### config.mk
export PLATFORM = sky130hd
export DESIGN_NAME = knn_vote_flat
export DESIGN_NICKNAME = d
export VERILOG_FILES = /design/src/rtl/knn_vote_if.sv /design/src/rtl/knn_vote.sv /design/src/flat_wrapper.sv
export SDC_FILE = /design/constraint.sdc
export NUM_CORES = 1
export LEC_CHECK = 0
export CORE_MARGIN = 2
export CORE_UTILIZATION = 52
export DETAILED_ROUTE_END_ITERATION = 10
export PLACE_DENSITY = 0.76
export SLEW_MARGIN = 20
export SYNTH_ARGS = -nofsm -noshare
export SYNTH_HDL_FRONTEND = slang
export SYNTH_SLANG_ARGS = --single-unit
### constraint.sdc
create_clock -name clk -period 18.1 [get_ports clk]
set_clock_uncertainty 0.2 [all_clocks]
set_input_delay 3.62 -clock clk [delete_from_list [all_inputs] [get_ports clk]]
set_output_delay 3.62 -clock clk [all_outputs]
set_load 0.02 [all_outputs]
### src/rtl/knn_vote_if.sv
// rtl/knn_vote_if.sv - request/result bundle between the CPU register side and knn_vote.
// Shared by both configurations (KNN_VOTE_RANK_WEIGHT_EN does not change any width).
interface knn_vote_if #(
   parameter int LABEL       = 8,
   parameter int N_Neighbour = 10
);
   localparam int VOTE_W = $clog2(N_Neighbour * (N_Neighbour + 1) / 2 + 1);
   localparam int NV_W   = $clog2(N_Neighbour + 1);

   logic                         start;
   logic [NV_W-1:0]              n_valid;
   logic [LABEL*N_Neighbour-1:0] Neighbour_info;
   logic                         busy;
   logic                         done;
   logic [LABEL-1:0]             label_out;
   logic [VOTE_W-1:0]            votes_out;

   modport master (
      output start, n_valid, Neighbour_info,
      input  busy, done, label_out, votes_out
   );

   modport slave (
      input  start, n_valid, Neighbour_info,
      output busy, done, label_out, votes_out
   );
endinterface

### src/rtl/knn_vote.sv
// rtl/knn_vote.sv - majority-vote classifier over a snapshot of the k-NN neighbour label list.
// Optional macro KNN_VOTE_RANK_WEIGHT_EN weights slot j by N_Neighbour-j instead of 1.
module knn_vote #(
   parameter int LABEL       = 8,
   parameter int N_Neighbour = 10
) (
   input  logic        clk,
   input  logic        rst,
   knn_vote_if.slave   bus
);
   localparam int VOTE_W = $clog2(N_Neighbour * (N_Neighbour + 1) / 2 + 1);
   localparam int NV_W   = $clog2(N_Neighbour + 1);
   localparam int IDX_W  = (N_Neighbour > 1) ? $clog2(N_Neighbour) : 1;

   typedef enum logic [1:0] {
      IDLE = 2'd0,
      SCAN = 2'd1,
      DONE = 2'd2
   } state_t;

   state_t            state;
   state_t            next_state;

   logic [LABEL-1:0]  snap [N_Neighbour];
   logic [NV_W-1:0]   n_cnt;
   logic [IDX_W-1:0]  idx;
   logic [LABEL-1:0]  best_label;
   logic [VOTE_W-1:0] best_score;
   logic [VOTE_W-1:0] score;
   logic [LABEL-1:0]  cand;
   logic [NV_W-1:0]   n_clamp;
   logic              last_idx;
   logic              cand_valid;

   assign n_clamp    = (bus.n_valid > NV_W'(N_Neighbour)) ? NV_W'(N_Neighbour) : bus.n_valid;
   assign last_idx   = (idx == IDX_W'(N_Neighbour - 1));
   assign cand_valid = (NV_W'(idx) < n_cnt);
   assign bus.busy   = (state != IDLE);

   always_ff @(posedge clk or posedge rst) begin
      if (rst) begin
         state <= IDLE;
      end else begin
         state <= next_state;
      end
   end

   always_comb begin
      next_state = state;
      case (state)
         IDLE:    if (bus.start) next_state = SCAN;
         SCAN:    if (last_idx)  next_state = DONE;
         DONE:    next_state = IDLE;
         default: next_state = IDLE;
      endcase
   end

   // One candidate per cycle, scored against every valid slot in parallel.
   always_comb begin
      score = '0;
      cand  = snap[idx];
      for (int j = 0; j < N_Neighbour; j++) begin
         if ((NV_W'(j) < n_cnt) && (snap[j] == cand)) begin
`ifdef KNN_VOTE_RANK_WEIGHT_EN
            score = score + VOTE_W'(N_Neighbour - j);
`else
            score = score + VOTE_W'(1);
`endif
         end
      end
   end

   always_ff @(posedge clk or posedge rst) begin
      if (rst) begin
         for (int j = 0; j < N_Neighbour; j++) snap[j] <= '0;
         n_cnt         <= '0;
         idx           <= '0;
         best_label    <= '0;
         best_score    <= '0;
         bus.done      <= 1'b0;
         bus.label_out <= '0;
         bus.votes_out <= '0;
      end else begin
         bus.done <= 1'b0;
         case (state)
            IDLE: begin
               if (bus.start) begin
                  for (int j = 0; j < N_Neighbour; j++)
                     snap[j] <= bus.Neighbour_info[LABEL*j +: LABEL];
                  n_cnt      <= n_clamp;
                  idx        <= '0;
                  best_label <= '0;
                  best_score <= '0;
               end
            end
            SCAN: begin
               // Strictly greater keeps the nearest slot on ties.
               if (cand_valid && (score > best_score)) begin
                  best_label <= cand;
                  best_score <= score;
               end
               if (!last_idx) idx <= idx + IDX_W'(1);
            end
            DONE: begin
               bus.done      <= 1'b1;
               bus.label_out <= best_label;
               bus.votes_out <= best_score;
            end
            default: ;
         endcase
      end
   end
endmodule

### src/flat_wrapper.sv
// flat-port wrapper written by rule: the top's interface ports become plain ports
module knn_vote_flat 
#(
   parameter int LABEL       = 8,
   parameter int N_Neighbour = 10
)
  (clk, rst, bus_start, bus_n_valid, bus_Neighbour_info, bus_busy, bus_done, bus_label_out, bus_votes_out);
  knn_vote_if #(.LABEL(LABEL), .N_Neighbour(N_Neighbour)) bus_i ();
  input  logic clk;
  input  logic rst;
  input wire logic [$bits(bus_i.start)-1:0] bus_start;
  input wire logic [$bits(bus_i.n_valid)-1:0] bus_n_valid;
  input wire logic [$bits(bus_i.Neighbour_info)-1:0] bus_Neighbour_info;
  output wire logic [$bits(bus_i.busy)-1:0] bus_busy;
  output wire logic [$bits(bus_i.done)-1:0] bus_done;
  output wire logic [$bits(bus_i.label_out)-1:0] bus_label_out;
  output wire logic [$bits(bus_i.votes_out)-1:0] bus_votes_out;
  assign bus_i.start = bus_start;
  assign bus_i.n_valid = bus_n_valid;
  assign bus_i.Neighbour_info = bus_Neighbour_info;
  assign bus_busy = bus_i.busy;
  assign bus_done = bus_i.done;
  assign bus_label_out = bus_i.label_out;
  assign bus_votes_out = bus_i.votes_out;
  knn_vote #(.LABEL(LABEL), .N_Neighbour(N_Neighbour)) u_core (.clk(clk), .rst(rst), .bus(bus_i));
endmodule
# ---- Yosys cells after proc, flatten, opt, wreduce, memory -nomap -nowiden
# Cells that the tools add are included.
dict set report word_totals {
  reg_bits 119
  latch_bits 0
  mem_bits_rw 0
  rom_bits 0
  inputBits 87
  elab_cells 105
  n_memories 0
}
dict set report op_classes {
  addsub 10
  multipliers 0
  n_div 0
  order_cmp 14
  n_eq_ne 17
  shift 0
  mux 27
  n_bitwise 1
  reduce_logical 18
}
# op count
set ops {}
lappend ops {{== test 8 bit} 10}
lappend ops {{2-to-1 mux 6 bit} 11}
lappend ops {{adder 6 x 1 -> 6 bit (second input constant)} 8}
lappend ops {{binary-select mux 8 bit (select 4 bit)} 1}
lappend ops {{2-to-1 mux 8 bit} 4}
lappend ops {{< comparator 3 x 4 -> 1 bit (first input constant)} 4}
lappend ops {{case mux 8 bit (2 select lines)} 1}
lappend ops {{2-to-1 mux 4 bit} 3}
lappend ops {{case mux 6 bit (2 select lines)} 1}
lappend ops {{logical AND 1 bit} 11}
lappend ops {{< comparator 1 x 4 -> 1 bit (first input constant)} 2}
lappend ops {{< comparator 2 x 4 -> 1 bit (first input constant)} 2}
lappend ops {{< comparator 4 bit (first input constant)} 2}
lappend ops {{case mux 4 bit (2 select lines)} 1}
lappend ops {{> comparator 6 bit} 1}
lappend ops {{AND reduction 3 bit} 2}
lappend ops {{greater-or-equal comparator 5 bit (second input constant)} 1}
lappend ops {{inverter 4 -> 5 bit} 1}
lappend ops {{adder 4 x 1 -> 4 bit (second input constant)} 1}
lappend ops {{== test 4 bit (second input constant)} 1}
lappend ops {{> comparator 4 bit (second input constant)} 1}
lappend ops {{< comparator 4 bit} 1}
lappend ops {{2-to-1 mux 2 bit} 2}
lappend ops {{inequality test 2 x 1 -> 1 bit (second input constant)} 2}
lappend ops {{9 further kinds} 13}

# ---- Logic depth before layout (Yosys ltp)
# Gate-level depths: netlist (run 1).
dict set report depth {
  depth_word 29
  ltp_mapped 49
}

# ---- Worst setup path before layout (run 1)
# Ideal clock, no wire load.
dict set report synth_path {
  path_kind {reg-to-reg}
  startpoint {reg u_core.idx[0]}
  endpoint {reg u_core.best_score[1]}
  setup_time_ns 0.125
  t_arrival_ns 8.436
  required_ns 17.775
  path_slack_ns 9.339
  stages_incl_launch_ff 48
  path_buffers 4
  cell_sequence {dfrtp_1 -> buf_6 -> buf_8 -> buf_6 -> mux2i_1 -> a22oi_1 -> a21boi_2 -> xnor2_1 -> nor2_1 -> and3_1 -> inv_1 -> ha_1 -> inv_1 -> or3_1 -> and2_1 -> ha_1 -> nand2_1 -> nand2_1 -> (+12 left out) -> o21ai_0 -> a21oi_1 -> inv_1 -> ha_1 -> nand2_1 -> o21ai_0 -> ha_1 -> mux2_2 -> ha_1 -> nor2b_1 -> o21a_1 -> o21ai_0 -> nand2b_1 -> a21oi_1 -> nor2b_1 -> o211ai_1 -> clkbuf_1 -> mux2_2}
}
dict set report synth_via {
  elab_chain_cells 29
  word_cells_on_any_way 50
  classes_between {add/sub: 9; order compare: 2; eq/ne: 11; mux: 15; bitwise: 1; reduce/logical: 12}
}
# item line
set synth_rtl {}
lappend synth_rtl {{start: declaration} knn_vote.sv:26} ;# logic [IDX_W-1:0] idx;
lappend synth_rtl {{start signal: assignment} knn_vote.sv:102} ;# if (!last_idx) idx <= idx + IDX_W'(1);
lappend synth_rtl {{inverter 4 -> 5 bit (implied by the code)} knn_vote.sv:61} ;# cand = snap[idx];
lappend synth_rtl {{binary-select mux 8 bit (select 4 bit)} knn_vote.sv:61}
lappend synth_rtl {{2-to-1 mux 8 bit (implied by the code) (2 in a row)} knn_vote.sv:61}
lappend synth_rtl {{== test 8 bit} knn_vote.sv:63} ;# if ((NV_W'(j) < n_cnt) && (snap[j] == cand)) begin
lappend synth_rtl {{logical AND 1 bit} knn_vote.sv:63}
lappend synth_rtl {{2-to-1 mux 1 bit} knn_vote.sv:63}
lappend synth_rtl {{adder 1 x 1 -> 2 bit} knn_vote.sv:67} ;# score = score + VOTE_W'(1);
lappend synth_rtl {{2-to-1 mux 6 bit} knn_vote.sv:63}
lappend synth_rtl {{(+12 left out)} -}
lappend synth_rtl {{adder 6 x 1 -> 6 bit} knn_vote.sv:67}
lappend synth_rtl {{2-to-1 mux 6 bit} knn_vote.sv:63}
lappend synth_rtl {{adder 6 x 1 -> 6 bit} knn_vote.sv:67}
lappend synth_rtl {{2-to-1 mux 6 bit} knn_vote.sv:63}
lappend synth_rtl {{> comparator 6 bit} knn_vote.sv:98} ;# if (cand_valid && (score > best_score)) begin
lappend synth_rtl {{logical AND 1 bit} knn_vote.sv:98}
lappend synth_rtl {{inequality test 2 x 1 -> 1 bit (no line)} -}
lappend synth_rtl {{AND reduction 3 bit (no line)} -}
lappend synth_rtl {{end signal: assignment} knn_vote.sv:100} ;# best_score <= score;
lappend synth_rtl {{end: declaration} knn_vote.sv:28} ;# logic [VOTE_W-1:0] best_score;
# Several ways; a longest one is shown, not always the timed one. The select of a mux whose other input is x is not followed.
# A chain may end at the register's enable or synchronous reset.

# ---- Final worst setup path (run 1)
# Ends and elaborated chain as after synthesis.

==> results of run 1 <==
-- worst max-delay path, delay by kind of cell (launching register included) --
family	cells	cell delay [ns]
xor+xnor	1	0.21
simple gates	15	1.89
fa+ha+maj	9	2.49
mux	4	1.31
buf+inv	6	1.20
flops	1	0.34
compound gates	10	2.68
-- cell usage after synthesis, drive strengths merged, types with 20 or more instances --
cell type | n | area [um^2]
ha | 20 | 250
dfrtp | 119 | 2980
buf | 25 | 194
xnor2 | 63 | 589
nand3 | 28 | 145
nand2 | 270 | 1020
inv | 26 | 97.6
o21ai | 34 | 174
clkbuf | 23 | 90.1
mux2i | 42 | 420
nor2 | 28 | 110
mux2 | 25 | 289
-- metrics by stage --
step	instances	total power, mW	util	worst slack, ns	cell area (um^2)
2_1_floorplan	908	1.34	-	9.34	8060
3_3_place_gp	1161	1.62	0.602	7.98	9120
3_5_place_dp	1161	1.64	0.602	7.75	9120
4_1_cts	1193	1.98	0.641	7.71	9710
5_1_grt	1193	2.12	0.641	6.88	9710
6_report	1193	2.00	0.641	7.61	9710
-- metal layers --
metal | track usage | share of wire | vias to the layer above
li1 | - | - | 3312
met1 | 0.388 | 0.44 | 3344
met2 | 0.460 | 0.47 | 244
met3 | 0.0603 | 0.060 | 55
met4 | 0.138 | 0.038 | 0
met5 | 0 | 0 | -
-- report_power, final --
group	switching, mW	total [mW]	leakage (nW)	internal [mW]
Combinational	0.662	1.13	2.63	0.465
Sequential	0.159	0.537	1.51	0.378
Clock	0.129	0.336	0.279	0.207
-- cells by family after synthesis --
family	share of synthesized area
and+or+nand+nor	0.233
adders and majority gates	0.0311
xor gates and xnor gates	0.101
muxes	0.0880
AOI/OAI and AO/OA	0.130
DFF	0.370
buffers and inverters	0.0474
-- final timing paths --
path,startpoint,endpoint,slack [ns],cells after the start
max,u_core.idx[0]$_DFFE_PP0P_,u_core.best_score[1]$_DFFE_PP0P_,7.61,45
min,u_core.bus.votes_out[4]$_DFFE_PP0P_,u_core.bus.votes_out[4]$_DFFE_PP0P_,0.29,2
max reg2reg,u_core.idx[0]$_DFFE_PP0P_,u_core.best_score[1]$_DFFE_PP0P_,7.61,45
min reg2reg,u_core.bus.votes_out[4]$_DFFE_PP0P_,u_core.bus.votes_out[4]$_DFFE_PP0P_,0.29,2
max in group asynchronous,rst,u_core.snap[14]$_DFFE_PP0P_,12.94,3
min in group asynchronous,rst,u_core.best_score[3]$_DFFE_PP0P_,3.46,2
-- flip-flops by register name (all words and copies together) (netlist names) --
| signal | count |
|---|---|
| u_core.best_label | 8 |
| u_core.n_cnt | 4 |
| u_core.idx | 4 |
| u_core.state | 2 |
| u_core.bus.votes_out | 6 |
| u_core.snap | 80 |
| u_core.bus.label_out | 8 |
| u_core.best_score | 6 |
| u_core.bus.done | 1 |
-- final cells by class --
cell class,instances,area share
Multi-Input combinational cell,715,0.484
Sequential cell,119,0.307
Timing Repair Buffer,113,0.114
Clock buffer,18,0.0452
Tap cell,188,0.0242
Clock inverter,14,0.0153
Inverter,26,0.0103
==> metrics.txt, run 1 <==
Slew headroom=0.339; syn avg cell area=8.87 um^2; placer's final routability congestion estimate=0.993; PwrDens=206 nW/um^2; drt via density=5.83; post-route ant nets=0; Ys Warns=0; area grow syn2layout=20.5%; Crit Path Max Fanout=48; RSZ-0062 raised after global routing=no; CTS tree=yes; total CTS buffers=17; delay of the slowest cell on the worst path=~0.80 ns; die height=~130 um; CTS Hold Bufs=0; outcome=complete, no violations; flip-flop and latch area=2980 um^2; synthesized netlist cell count=908; # setup viols final=0; die area=around 17,000 um^2; Post-route DRC=0; chip width=around 130 um; EDFF count, synth=0; type of origin of the critical path=flop; vias=between 6k and 7k; Starting Density=0.532; IO buf count=102; vias in the first global route=between 6k and 7k; synthesis-stage register bit count=between 100 and 150; CTS Sinks=about 120; Final Hold Fails=0; final worst path period need=about 10 ns; commonest non-fill, non-tap cell in the layout=nand2_1; final WL=23,300 um; syn nets=1,015; Mapped Area=roughly 8000 um^2; post-CTS setup buffer count=0; setup TNS=0 ns; Max Slew Vio Count=0; core area=between 15,000 and 20,000 um^2; WL per Instance=around 20 um; Worst VDD drop=between 90 and 100 uV; Skew-Pair Late Insertion Delay=roughly 0.42 ns; first-pass GRT wire length=36,900 um; top achievable clock speed=0.0954 GHz; number of gates resized after cts=0; Slew @ Worst Pin=about 0.99 ns; # diodes=0; number of library cell types mapped by synthesis=85; Core Rows=45; initial DRC count=606; GRT Total Usage=0.292; min-delay worst type=flop to flop; H-tree Lvls=4; most frequent cells in the layout=nand2_1 (268), dfrtp_1 (118), clkdlybuf4s50_1 (102); Total Nets Final=approximately 1.1k; WHS=between 0.2 and 0.3 ns; grt ovf=0; ys flop type=dfrtp_1; clk root buf=clkbuf_16; Post-DP HPWL=approximately 17,000 um; filler cell count=between 1k and 1.5k; crit path kind=flop to flop; CP dominant cell by count=ha_1; CTS max path bufs=2; part of the cycle the worst path needs=0.579; num ports=roughly 100; Crit-path slowest cell=a21boi_2; CP Capture Type=flop; Post-synth ARST share=1.00; TritonRoute pass-1 iters=5; initial antenna violation count=0; Req. time, crit path=roughly 18 ns; critical path arrival=between 10 and 15 ns; Max Cap Viol=0; largest net degree at the start of global routing=89; fraction of layout instances using a drive strength above 1=0.104; multi-input combinational cell area=around 4700 um^2; sequential fraction of the synthesis area=0.370; Reg clk slew, reported paths=0.06 ns; P_leak=between 4 and 5 nW
No activity file was read; power rests on OpenSTA's default activity.
==> run 2: changes to the inputs <==
==> constraint.sdc (replaced) <==
create_clock -name clk -period 9.7 [get_ports clk]
set_clock_uncertainty 0.2 [all_clocks]
set_input_delay 1.94 -clock clk [delete_from_list [all_inputs] [get_ports clk]]
set_output_delay 1.94 -clock clk [all_outputs]
set_load 0.02 [all_outputs]
==> run 2 against run 1 <==
Compared with the run above: wire length up 1.7%; maximum frequency up 14%; die area unchanged; clock-buffer cell count up 1; via count up 2.9%; sequential cell count unchanged; combinational power up 110%; critical endpoint is now u_core.best_score[5]$_DFFE_PP0P_; non-clock buffer count up 40; register-to-register slack worse by 7.1 ns.
==> metrics.txt, run 2 (synthesis gave the netlist of run 1 again) <==
outcome=complete, no violations; final worst path period need=between 9 and 10 ns; total CTS buffers=17; initial antenna violation count=0; Top reg by flops=u_core.snap; grt ovf=0; critical path arrival=a little over 9 ns; CTS max path bufs=2; PwrDens=approximately 400 nW/um^2; Buf+Inv Stages, Crit Path=4; min-delay worst type=flop to flop; vias=approximately 7.2k; Inst Count DP=1,188; CP dominant cell by count=ha_1; Reg clk slew, reported paths=0.06 ns; WL per Instance=between 15 and 20 um; initial DRC count=574; Final Hold Fails=0; RSZ-0062 raised after global routing=no; largest net degree at the start of global routing=69; Slew headroom=0.422; Slew @ Worst Pin=0.868 ns; P_leak=4.66 nW; Post-route DRC=0; # diodes=0; IO buf count=between 100 and 150; Core Rows=45; Starting Density=0.532; Final Non-Filler Cells=1,234; Crit Path Max Fanout=20; Max Cap Viol=0; # setup viols final=0; delay of the slowest cell on the worst path=just under 0.6 ns; Worst VDD drop=208 uV; crit path kind=flop to flop; vias in the first global route=6,862; final WL=about 24,000 um; crit-path leading delay family=simple AND/OR/NAND/NOR gates; top achievable clock speed=0.108 GHz; H-tree Lvls=4; post-route ant nets=0; setup slack after layout=~0.48 ns; num ports=between 100 and 150; placer's final routability congestion estimate=1.05; die height=around 130 um; part of the cycle the worst path needs=0.951; die area=roughly 17,000 um^2; most frequent cells in the layout=nand2_1 (268), dfrtp_1 (116), clkdlybuf4s50_1 (102); drt via density=between 5 and 6; Place WS=-0.121 ns; chip width=128 um; filler cell count=approximately 1.3k; CTS Sinks=119; TritonRoute pass-1 iters=7; fraction of layout instances using a drive strength above 1=0.151; area grow syn2layout=25.8%; first-pass GRT wire length=approximately 37,000 um; Post-DP HPWL=approximately 18,000 um; CTS tree=yes; GRT Total Usage=0.296; CP Capture Type=flop; core area=between 15,000 and 20,000 um^2; type of origin of the critical path=flop; Skew-Pair Late Insertion Delay=0.43 ns; commonest non-fill, non-tap cell in the layout=nand2_1; max reg flops=80; largest registers=u_core.snap: 80 flops, u_core.best_label: 8 flops, u_core.bus.label_out: 8 flops; Max Slew Vio Count=0; Req. time, crit path=between 9 and 10 ns; clk root buf=clkbuf_16; Crit-path slowest cell=mux2i_1; Total Nets Final=roughly 1.1k
## run 2: final timing paths
path,startpoint,end,slack [ns],cells after the start
min in group asynchronous,rst,u_core.bus.votes_out[5]$_DFFE_PP0P_,1.76,2
worst min register to register,u_core.bus.votes_out[1]$_DFFE_PP0P_,u_core.bus.votes_out[1]$_DFFE_PP0P_,0.28,2
worst max register to register,u_core.idx[0]$_DFFE_PP0P_,u_core.best_score[5]$_DFFE_PP0P_,0.48,41
worst min-delay path,u_core.bus.votes_out[1]$_DFFE_PP0P_,u_core.bus.votes_out[1]$_DFFE_PP0P_,0.28,2
worst max-delay path,u_core.idx[0]$_DFFE_PP0P_,u_core.best_score[5]$_DFFE_PP0P_,0.48,41
max in group asynchronous,rst,u_core.idx[1]$_DFFE_PP0P_,6.24,3
## run 2: report_power, final
| group | total [mW] | internal [mW] | switching (mW) |
|---|---|---|---|
| Combinational | 2.36 | 1.05 | 1.32 |
| Sequential | 0.982 | 0.708 | 0.274 |
| Clock | 0.618 | 0.368 | 0.250 |
| Total | 3.96 | 2.12 | 1.84 |
## run 2: routing by layer
metal	wire [um]	GRT usage
met1	10200	0.386
met2	10900	0.475
met3	1740	0.0711
met4	900	0.124
met5	0	0
## run 2: repair_timing
item                       4_1_cts  5_1_grt
hold endpoints to repair         0        0
hold buffers                     0        0
gates cloned                     0        1
setup buffers                    0       13
pin swaps                        0        4
gates resized for setup          2       16
setup endpoints to repair       14       14
## run 2: final cells by class
class / count / area [um^2] / area share
clock buffer: 19 / 453 / 0.0447
clock inverter: 13 / 118 / 0.0116
inverter: 26 / 100 / 0.00988
multi-input combinational: 716 / 4780 / 0.471
sequential: 119 / 2980 / 0.294
tap: 188 / 235 / 0.0232
timing repair buffer: 153 / 1470 / 0.145
## run 2: per-stage QoR
stage	power [mW]	instance area [um^2]	setup TNS, ns	util	hold slack (ns)
2_1_floorplan	2.50	8060	0	-	0.265
3_3_place_gp	3.18	9350	0	0.617	0.261
3_5_place_dp	3.19	9350	-0.791	0.617	0.269
4_1_cts	3.83	9920	0	0.655	0.283
5_1_grt	4.21	10100	0	0.669	0.301
6_report	3.96	10100	0	0.669	0.279
## run 2: worst register-to-register path: cells and delay by family (launching register included)
kind / cells / cell delay, ns
AOI/OAI and AO/OA: 8 / 1.69
adders and majority gates: 8 / 2.26
buffers and inverters: 4 / 0.52
and+or+nand+nor: 16 / 2.41
DFF: 1 / 0.49
muxes: 4 / 1.30
xor gates and xnor gates: 1 / 0.23
==> run 3: changes to the inputs <==
--- a/config.mk
+++ b/config.mk
@@ -6,9 +6,9 @@
 export NUM_CORES = 1
 export LEC_CHECK = 0
 export CORE_MARGIN = 2
-export CORE_UTILIZATION = 52
+export CORE_UTILIZATION = 57
 export DETAILED_ROUTE_END_ITERATION = 10
-export PLACE_DENSITY = 0.76
+export PLACE_DENSITY = 0.82
 export SLEW_MARGIN = 20
 export SYNTH_ARGS = -nofsm -noshare
 export SYNTH_HDL_FRONTEND = slang
==> run 3 against run 2 <==
Compared with the run above: maximum frequency shrank 0.34%; worst setup slack worse by 0.031 ns; critical path type unchanged; non-clock buffer count fell by 1; clock-buffer cell count grew 3; global-route usage increased by 3.5 points; first-iteration DRC count increased by 7.3%; sequential power rose by 2%; largest cell class unchanged; via count grew 2.3%; total power increased by 3.0%; clock power increased by 14%; final cell count decreased by 0.73%.
==> metrics.txt, run 3 (synthesis gave the netlist of run 1 again) <==
outcome=complete, no violations; Crit-path slowest cell=dfrtp_4; chip width=123 um; Worst VDD drop=approximately 200 uV; crit path kind=flop to flop; Min-Delay Path Depth=2; Hold EP=u_core.bus.votes_out[1]$_DFFE_PP0P_; flip-flop and latch area=about 3000 um^2; Pint=approximately 2.2 mW; post-route ant nets=0; vias in the first global route=roughly 7k; TritonRoute pass-1 iters=9; Max Slew Vio Count=0; Crit Path Max Fanout=20; largest net degree at the start of global routing=around 90; fraction of layout instances using a drive strength above 1=0.148; # diodes=0; total power=between 4 and 5 mW; top achievable clock speed=~0.11 GHz; H-tree Lvls=4; first-pass GRT wire length=37,800 um; P_leak=approximately 4.7 nW; Flop pwr share=0.245; Max Cap Viol=0; post-route cell area=slightly above 10,000 um^2; PwrDens=402 nW/um^2; reg2reg path depth=42; GRT Total Usage=0.331; switching share of power=0.459; Reg clk slew, reported paths=0.06 ns; RSZ-0062 raised after global routing=no; Comb pwr share=0.583; delay of the slowest cell on the worst path=0.58 ns; Reg2Reg Setup Slack=0.45 ns; multi-input combinational cell area=roughly 4800 um^2; Req. time, crit path=roughly 10 ns; num ports=slightly above 100; CTS max path bufs=2; critical path arrival=between 9 and 10 ns; area grow syn2layout=26.0%; die area=~15,000 um^2; Slew headroom=0.409; Core Rows=between 40 and 50; vias=about 7.3k; Slew @ Worst Pin=0.886 ns; most frequent cells in the layout=nand2_1 (268), dfrtp_1 (117), clkdlybuf4s50_1 (102); Skew-Pair Late Insertion Delay=0.42 ns; CTS Hold Bufs=0; largest registers=u_core.snap: 80 flops, u_core.best_label: 8 flops, u_core.bus.label_out: 8 flops; Inst Count DP=1,184; CTS tree=yes; drt via density=between 5 and 6; initial antenna violation count=0; commonest non-fill, non-tap cell in the layout=nand2_1; Starting Density=0.583; IO buf count=between 100 and 150; Top reg by flops=u_core.snap; core area=about 14,000 um^2; type of origin of the critical path=flop; Worst R2R End=u_core.best_score[5]$_DFFE_PP0P_; initial DRC count=slightly above 600; part of the cycle the worst path needs=0.954; placed instance area=approximately 9400 um^2; WL per Instance=just under 20 um; Total Nets Final=1,139; placer's final routability congestion estimate=between 1 and 1.5; CTS Sinks=119; clk root buf=clkbuf_16; Final Hold Fails=0; Post-DP HPWL=~18,000 um; # setup viols final=0; final worst path period need=between 9 and 10 ns; Psw=approximately 1.9 mW; max reg flops=80; min-delay src=u_core.bus.votes_out[1]$_DFFE_PP0P_; min-delay worst type=flop to flop; Final Non-Filler Cells=around 1.2k; total CTS buffers=17; Post-route DRC=0; CP Capture Type=flop; die height=roughly 120 um; filler cell count=~1.1k; grt ovf=0; reg2reg start=u_core.idx[0]$_DFFE_PP0P_; setup TNS=0 ns; CP dominant cell by count=ha_1; clock power share=0.172; final WL=24,300 um
run 3: cell types whose count changed in the layout (fill, tap and decap cells not counted), sizes merged:
| cell | delta |
|---|---|
| bufinv | +4 |
| clkinv | -4 |
| clkbuf | +3 |
| buf | -1 |
| inv | -3 |
run 3: layout make-up:
type,instances,share of cell area
well taps,180,0.0222
inverters,26,0.00986
repair buffers,152,0.139
clock buffers,22,0.0457
clock inverters,10,0.0189
multi-input cells,716,0.471
flip-flops and latches,119,0.294
run 3: critical path: cells and delay by family (launching register included):
kind,cells,cell delay (ns)
AO/OA/AOI/OAI,10,2.11
AND/OR/NAND/NOR,14,2.07
adder cells (fa/ha/maj),8,2.24
multiplexers,4,0.90
flip-flops,1,0.58
buffers and inverters,5,0.78
XOR/XNOR,1,0.21
run 3: layer usage:
metal,up-vias,wire (um),GRT usage
met3,99,1960,0.0747
met4,0,1140,0.141
met5,-,0,0
met2,373,11300,0.529
li1,3397,-,-
met1,3458,9960,0.434
run 3: power by group through the flow:
| stage | Combinational (mW) | Sequential (mW) | Clock [mW] |
|---|---|---|---|
| 3_5_place_dp | 2.22 | 0.979 | 0 |
| 5_1_grt | 2.55 | 1.01 | 0.731 |
| 6_report | 2.38 | 0.998 | 0.702 |
| 3_3_place_gp | 2.19 | 0.979 | 0 |
| 2_1_floorplan | 1.61 | 0.891 | 0 |
| 4_1_cts | 2.26 | 0.976 | 0.707 |
run 3: repair_timing:
item / 4_1_cts / 5_1_grt
endpoints found under the setup margin: 0 / 14
setup buffers: 0 / 8
resized for setup: 0 / 17
run 3: how the worst max path moves through the flow:
| stage | cells after the start | endpoint | slack [ns] | startpoint |
|---|---|---|---|---|
| 6_report | 42 | u_core.best_score[5]$_DFFE_PP0P_ | 0.45 | u_core.idx[0]$_DFFE_PP0P_ |
| 5_1_grt | 46 | u_core.best_score[5]$_DFFE_PP0P_ | 0.04 | u_core.idx[0]$_DFFE_PP0P_ |
| 4_1_cts | 45 | u_core.best_score[5]$_DFFE_PP0P_ | 0.09 | u_core.idx[0]$_DFFE_PP0P_ |
| 3_5_place_dp | 45 | u_core.best_score[2]$_DFFE_PP0P_ | 0.14 | u_core.idx[0]$_DFFE_PP0P_ |
| 3_3_place_gp | 45 | u_core.best_score[5]$_DFFE_PP0P_ | 0.44 | u_core.idx[1]$_DFFE_PP0P_ |
| 2_1_floorplan | 47 | u_core.best_score[1]$_DFFE_PP0P_ | 0.94 | u_core.idx[0]$_DFFE_PP0P_ |
run 3: metrics by stage:
stage	util	worst slack, ns	hold slack (ns)
after floorplan	-	0.939	0.265
after global placement	0.677	0.442	0.260
after detailed placement	0.677	0.142	0.272
after CTS	0.724	0.0858	0.289
after global routing	0.734	0.0385	0.314
final	0.734	0.446	0.284
